### src/rtl/adder_reservation_station.sv
// Reservation station in front of the adder: buffers dispatched adds, snoops the CDB
// for pending operands, and issues one ready op at a time, waiting for completion.
module adder_reservation_station #(
    parameter int DEPTH = 4,
    parameter int TAG_W = 4
) (
    input  logic                         clk,
    input  logic                         reset,
    input  logic                         dispatch_valid,
    output logic                         dispatch_ready,
    input  logic [TAG_W-1:0]             dispatch_tag,
    input  logic [4:0]                   dispatch_rd,
    input  logic [31:0]                  dispatch_vj,
    input  logic [31:0]                  dispatch_vk,
    input  logic                         dispatch_qj_pend,
    input  logic                         dispatch_qk_pend,
    input  logic [TAG_W-1:0]             dispatch_qj,
    input  logic [TAG_W-1:0]             dispatch_qk,
    input  logic                         cdb_valid,
    input  logic [TAG_W-1:0]             cdb_tag,
    input  logic [31:0]                  cdb_value,
    input  logic                         fu_busy,
    input  logic                         fu_complete,
    output logic                         issue_start,
    output logic [4:0]                   issue_rd,
    output logic [TAG_W-1:0]             issue_tag,
    output logic [31:0]                  issue_operand_a,
    output logic [31:0]                  issue_operand_b,
    output logic [$clog2(DEPTH+1)-1:0]   occupancy
);

    localparam int OCC_W = $clog2(DEPTH + 1);
    localparam int IDX_W = $clog2(DEPTH);

    typedef struct packed {
        logic             valid;
        logic [TAG_W-1:0] tag;
        logic [4:0]       rd;
        logic [31:0]      vj;
        logic [31:0]      vk;
        logic             qj_pend;
        logic [TAG_W-1:0] qj;
        logic             qk_pend;
        logic [TAG_W-1:0] qk;
    } entry_t;

    typedef enum logic {IDLE, WAIT} state_t;

    entry_t             entries [DEPTH];
    entry_t             new_entry;
    state_t             state, next_state;
    logic               fu_complete_q;
    logic               any_ready;
    logic [IDX_W-1:0]   sel_idx;
    logic [IDX_W-1:0]   free_idx;
    logic               accept;
    logic               do_issue;

    assign dispatch_ready = (occupancy != OCC_W'(DEPTH));
    assign accept         = dispatch_valid && dispatch_ready;

    // Descending scan so the lowest index wins for both select and allocation.
    always_comb begin
        any_ready = 1'b0;
        sel_idx   = '0;
        free_idx  = '0;
        for (int i = DEPTH - 1; i >= 0; i--) begin
            if (entries[i].valid && !entries[i].qj_pend && !entries[i].qk_pend) begin
                sel_idx   = IDX_W'(i);
                any_ready = 1'b1;
            end
            if (!entries[i].valid)
                free_idx = IDX_W'(i);
        end
    end

    always_comb begin
        new_entry.valid   = 1'b1;
        new_entry.tag     = dispatch_tag;
        new_entry.rd      = dispatch_rd;
        new_entry.vj      = dispatch_vj;
        new_entry.vk      = dispatch_vk;
        new_entry.qj_pend = dispatch_qj_pend;
        new_entry.qj      = dispatch_qj;
        new_entry.qk_pend = dispatch_qk_pend;
        new_entry.qk      = dispatch_qk;
        if (cdb_valid && dispatch_qj_pend && dispatch_qj == cdb_tag) begin
            new_entry.vj      = cdb_value;
            new_entry.qj_pend = 1'b0;
        end
        if (cdb_valid && dispatch_qk_pend && dispatch_qk == cdb_tag) begin
            new_entry.vk      = cdb_value;
            new_entry.qk_pend = 1'b0;
        end
    end

    always_comb begin
        next_state = state;
        do_issue   = 1'b0;
        case (state)
            IDLE: if (any_ready && !fu_busy) begin
                do_issue   = 1'b1;
                next_state = WAIT;
            end
            WAIT: if (fu_complete && !fu_complete_q)
                next_state = IDLE;
        endcase
    end

    always_ff @(posedge clk) begin
        if (!reset) begin
            state         <= IDLE;
            fu_complete_q <= 1'b0;
        end else begin
            state         <= next_state;
            fu_complete_q <= fu_complete;
        end
    end

    // Allocation only targets invalid slots and issue only valid ones, so a slot
    // freed by issue this cycle cannot be reallocated until the next.
    always_ff @(posedge clk) begin
        if (!reset) begin
            for (int i = 0; i < DEPTH; i++)
                entries[i] <= '0;
        end else begin
            for (int i = 0; i < DEPTH; i++) begin
                if (entries[i].valid) begin
                    if (cdb_valid && entries[i].qj_pend && entries[i].qj == cdb_tag) begin
                        entries[i].vj      <= cdb_value;
                        entries[i].qj_pend <= 1'b0;
                    end
                    if (cdb_valid && entries[i].qk_pend && entries[i].qk == cdb_tag) begin
                        entries[i].vk      <= cdb_value;
                        entries[i].qk_pend <= 1'b0;
                    end
                    if (do_issue && sel_idx == IDX_W'(i))
                        entries[i].valid <= 1'b0;
                end else if (accept && free_idx == IDX_W'(i)) begin
                    entries[i] <= new_entry;
                end
            end
        end
    end

    always_ff @(posedge clk) begin
        if (!reset) begin
            issue_start     <= 1'b0;
            issue_rd        <= '0;
            issue_tag       <= '0;
            issue_operand_a <= '0;
            issue_operand_b <= '0;
            occupancy       <= '0;
        end else begin
            issue_start <= do_issue;
            if (do_issue) begin
                issue_rd        <= entries[sel_idx].rd;
                issue_tag       <= entries[sel_idx].tag;
                issue_operand_a <= entries[sel_idx].vj;
                issue_operand_b <= entries[sel_idx].vk;
            end
            occupancy <= occupancy + OCC_W'(accept) - OCC_W'(do_issue);
        end
    end

endmodule

### config.mk
export PLATFORM = sky130hd
export DESIGN_NAME = adder_reservation_station
export DESIGN_NICKNAME = d
export VERILOG_FILES = /design/src/rtl/adder_reservation_station.sv
export SDC_FILE = /design/constraint.sdc
export NUM_CORES = 1
export LEC_CHECK = 0
export ABC_AREA = 1
export CORE_MARGIN = 2
export CORE_UTILIZATION = 55
export CTS_CLUSTER_DIAMETER = 150
export CTS_CLUSTER_SIZE = 12
export DETAILED_ROUTE_END_ITERATION = 12
export DONT_BUFFER_PORTS = 1
export HOLD_SLACK_MARGIN = 0.15
export PLACE_DENSITY = 0.68
export SLEW_MARGIN = 20
export SYNTH_ARGS = -nofsm -noshare
export SYNTH_HDL_FRONTEND = slang
export SYNTH_SLANG_ARGS = --single-unit
### constraint.sdc
create_clock -name clk -period 10.3 [get_ports clk]
set_input_delay 1.03 -clock clk [delete_from_list [all_inputs] [get_ports clk]]
set_output_delay 1.03 -clock clk [all_outputs]
set_load 0.005 [all_outputs]
# == After elaboration in Yosys (flattened, before gate mapping) ==
# Memory sizes are Yosys's and may differ from the RTL's. A register that Yosys moved wholly into a read port is not among the register bits.
# Cells that the tools add are included.
# classes
addsub,2
n_eq_ne,17
n_mux,137
bitwise,53
reduce_logical,52
# op_table
cell,count
$mux 32,18
$mux 1,98
$or 1x1->1,52
$eq 4x4->1,10
$logic_and 1x1->1,39
$mux 9,4
$mux 4,8
$mux 2,8
$logic_not 1->1,11
$eq 2x2->1 const B,4
$eq 2x1->1 const B,2
$logic_not 2->1,2
$add 3x1->3,1
$ne 3x3->1 const B,1
$sub 3x1->3,1
$pmux 1 s2,1
$not 1->1,1
# word_totals
regBits,6
ramBits,336
inputBits,125
output_inout_bits,78
wordCells,266
mem_count,1
# mem_list
name,depth,width,rd,rd_ports_with_merged_regs,wr,line,text
entries,4,84,5,1,4,49,entry_t entries [DEPTH];

# == Depth between registers and ports, before layout ==
# An unclocked memory read counts as a cell.
# depth
depth_word,18
mapped_depth,13
ltp_nobuf,11

# == Worst setup path after synthesis ==
# No wires, ideal clock.
# synth_timing
path_kind,input-to-reg
start,in cdb_tag[2]
end,mem entries[1][10] (netlist name) (enable)
setup_ns,0.469
arrival_time_ns,3.992
t_required_ns,9.831
path_slack_ns,5.839
stages,6
n_path_buf,1
path_cell_list,buf_4 > inv_2 > nor2_1 > nor3_1 > nand4_1 > o21ai_0
# synth_rtl
element,line,text
"start, declared",20,"input logic [TAG_W-1:0] cdb_tag,"
"end, declared",49,

==> results.cfg <==
[clock_tree]
cts_tree = built
h-tree-depth = 2
root_buffer = clkbuf_16
numCtsBuffers = 40
clk_pin_slew_worst_paths_ps = 60
cts_setup_buffers = 0
ctsHoldBuffers = 0
clockBufferDepth = 3
clk_latency_ps = 590
cts_resized = 0
clock-sinks = 415

[placed_design]
dpl-instance-area_mm2 = 0.0227
place_ws_ps = 6300
dpl.hpwl_um = 41400
io_buffers = 0
gp_congestion = 0.911

[finish]
fillers = 3630
num_antenna_cells = 0
drive_gt1_share_pct = 5.82
nets = 2847
final_area_mm2 = 0.0238
area_delta_synth_final_pct = 5.88

[routing]
ant_nets = 0
vias = 20194
drt_iter0_drc = 2259
via_per_inst = 6.15
drt_pre_antenna_iters = 9
wire_per_inst_um = 23.0
drc = 0
drt_wl_total_um = 75500

[sta]
drv_slew = 0
final_hold_viol_count = 0
timing.slew.headroom_pct = 19.3
max_freq_mhz = 285
tightest_slew_ps = 1210
setup_slack_ps = 6790
rsz0062_at_grt = no
finClkSkew_ps = 29.4
setup_viol = 0
whs_ps = 496
fin_setup_tns_ps = 0
post-route-period-util_pct = 34.0
final.min_clock_period_ps = 3510

[floorplanning]
initial_core_util_pct = 55.4
core_mm2 = 0.0406
pin_count = 203
rows = 74
fp.dieH_um = 206
die_w_um = 206
dieArea_mm2 = 0.0426

[global_route]
grt_use_total_pct = 35.5
grt_antenna_before_repair = 0
grt_max_degree = 91
grt_pass1_vias = 19367
grt-ovfl-total = 0
grt_pass1_wl_um = 113000

[synthesis]
syn_area_per_cell_um2 = 7.94
ys_warn_count = 0
synth_cell_types = 43
syn_inst = 2837
synth_top_area_share_pct = 44.8
synth-seq-cells = 415
syn_nets = 2965
synth-async-reset-ratio_pct = 0
synth_area_mm2 = 0.0225
synth_ff_type = edfxtp_1
yosysSeqAreaShare_pct = 51.8
synth_top_area_cell = edfxtp_1
synth.top_cells.by_area = edfxtp_1, nand2_1, nand3_1
synth_edf_count = 336

[worst_setup_path]
crit_slowest_cell = nand2_2
crit_family = simple AND/OR/NAND/NOR gates
path_cells = inv_2 -> or2_2 -> nand2_1 -> nor3_1 -> nand3_2 -> nand2_2
critPathLaunchType = input port
cp.buffers_inverters = 1
max_stage_delay_ps = 1240
criticalPathCategory = input port to flop
cp.arrival_ps = 3680
worstSetupEndpointType = flop
crit_fanout = 33
required_ps = 10480

[power]
power_density_mw_per_mm2 = 177
peakVddDrop_uv = 140
leakage_nw = 10.9

[run]
cap_violations = 0

[status]
status = finished, final reports clean

[worst_hold_path]
hp-class = flop to flop
==> power by group <==
part           internal [W]  leakage, nW  switching, W
combinational      0.000181         6.13      0.000556
sequential          0.00201         4.17     0.0000794
clock              0.000750        0.554      0.000655
total               0.00294         10.9       0.00129
==> state kept, by name, summed over array words and instances, names as in the netlist <==
name / cells
entries: 336
fu_complete_q: 1
issue_operand_a: 32
issue_operand_b: 32
issue_rd: 5
issue_start: 1
issue_tag: 4
occupancy: 3
state: 1
==> synthesized netlist by cell type, types with 2 or more instances <==
master / instances
nor2_1: 275
buf_6: 6
ha_1: 2
nor2_4: 3
clkbuf_1: 26
o21ai_0: 85
nand3_1: 588
buf_4: 23
dfxtp_1: 79
o22ai_1: 3
nor2_2: 9
a21oi_1: 3
xor2_1: 5
clkbuf_2: 2
buf_2: 129
edfxtp_1: 336
nand2_1: 784
nor3b_1: 3
inv_1: 278
nor3_4: 2
o21ai_1: 27
a31o_2: 2
or2_2: 9
nand4_1: 77
xnor2_1: 9
nor3_1: 6
nand2_2: 35
buf_1: 4
inv_2: 12
a211oi_1: 2
==> per-layer routing <==
| layer | up-vias | routed length (um) | global-route usage, % |
|---|---|---|---|
| met1 | 9328 | 27600 | 45.5 |
| met4 | 0 | 3710 | 16.8 |
| met3 | 301 | 9170 | 7.90 |
| met2 | 1433 | 35100 | 57.4 |
| li1 | 9132 | - | - |
| met5 | - | 0 | 0 |
==> path summary, 6_finish.rpt <==
| path | start | to | slack, ps | cells after the start |
|---|---|---|---|---|
| max | cdb_tag[0] | entries[1][62] | 6790 | 6 |
| min | state | state | 500 | 2 |
| max reg2reg | entries[0][83] | issue_operand_a[11] | 6840 | 8 |
| min reg2reg | state | state | 500 | 2 |
==> placed cells by master, fill, tap and decap left out, types with 23 or more instances in the layout <==
cell       netlist  layout
buf_4           23      23
clkbuf_1        26      30
clkbuf_16        0      41
dfxtp_1         79      79
edfxtp_1       336     336
inv_1          278     278
nand2_1        784     777
nand2_2         35      37
nand3_1        588     587
nand4_1         77      77
nor2_1         275     275
o21ai_0         85      84
o21ai_1         27      27
==> cell families (layout without fill, tap and decap cells) <==
group / after synthesis / count (layout) / share of synthesized area, %
AO/OA/AOI/OAI: 130 / 130 / 3.08
AND/OR/NAND/NOR: 1795 / 1795 / 35.0
flip-flops: 415 / 415 / 51.8
buffers and inverters: 480 / 394 / 9.31
adder cells (fa/ha/maj): 3 / 3 / 0.200
XOR/XNOR: 14 / 14 / 0.545
==> metrics by stage <==
step / utilization (%) / cells / power (W)
finish: 58.7 / 3283 / 0.00423
global route: 58.7 / 3283 / 0.00437
CTS: 58.6 / 3282 / 0.00421
detailed placement: 55.7 / 3208 / 0.00284
global placement: 55.3 / 3202 / 0.00281
floorplan: - / 2837 / 0.00260
==> area by class of cell <==
class / count / area [um2] / share of cell area (%)
inverters: 290 / 1090 / 4.59
multi-input cells: 1942 / 8890 / 37.3
repair buffers: 30 / 358 / 1.50
clock buffers: 71 / 1140 / 4.78
well taps: 532 / 666 / 2.79
clock inverters: 3 / 23.8 / 0.0997
flip-flops and latches: 415 / 11700 / 49.0
==> worst reg2reg max path: stages, from the launching register on <==
cell	delay, ps
edfxtp_1	560
nand3_4	310
nand2_2	220
o21ai_2	150
inv_4	540
buf_4	930
nand2_1	170
nor2_1	380
nor2_1	70
Note: power is estimated with default switching activity, not from simulation.
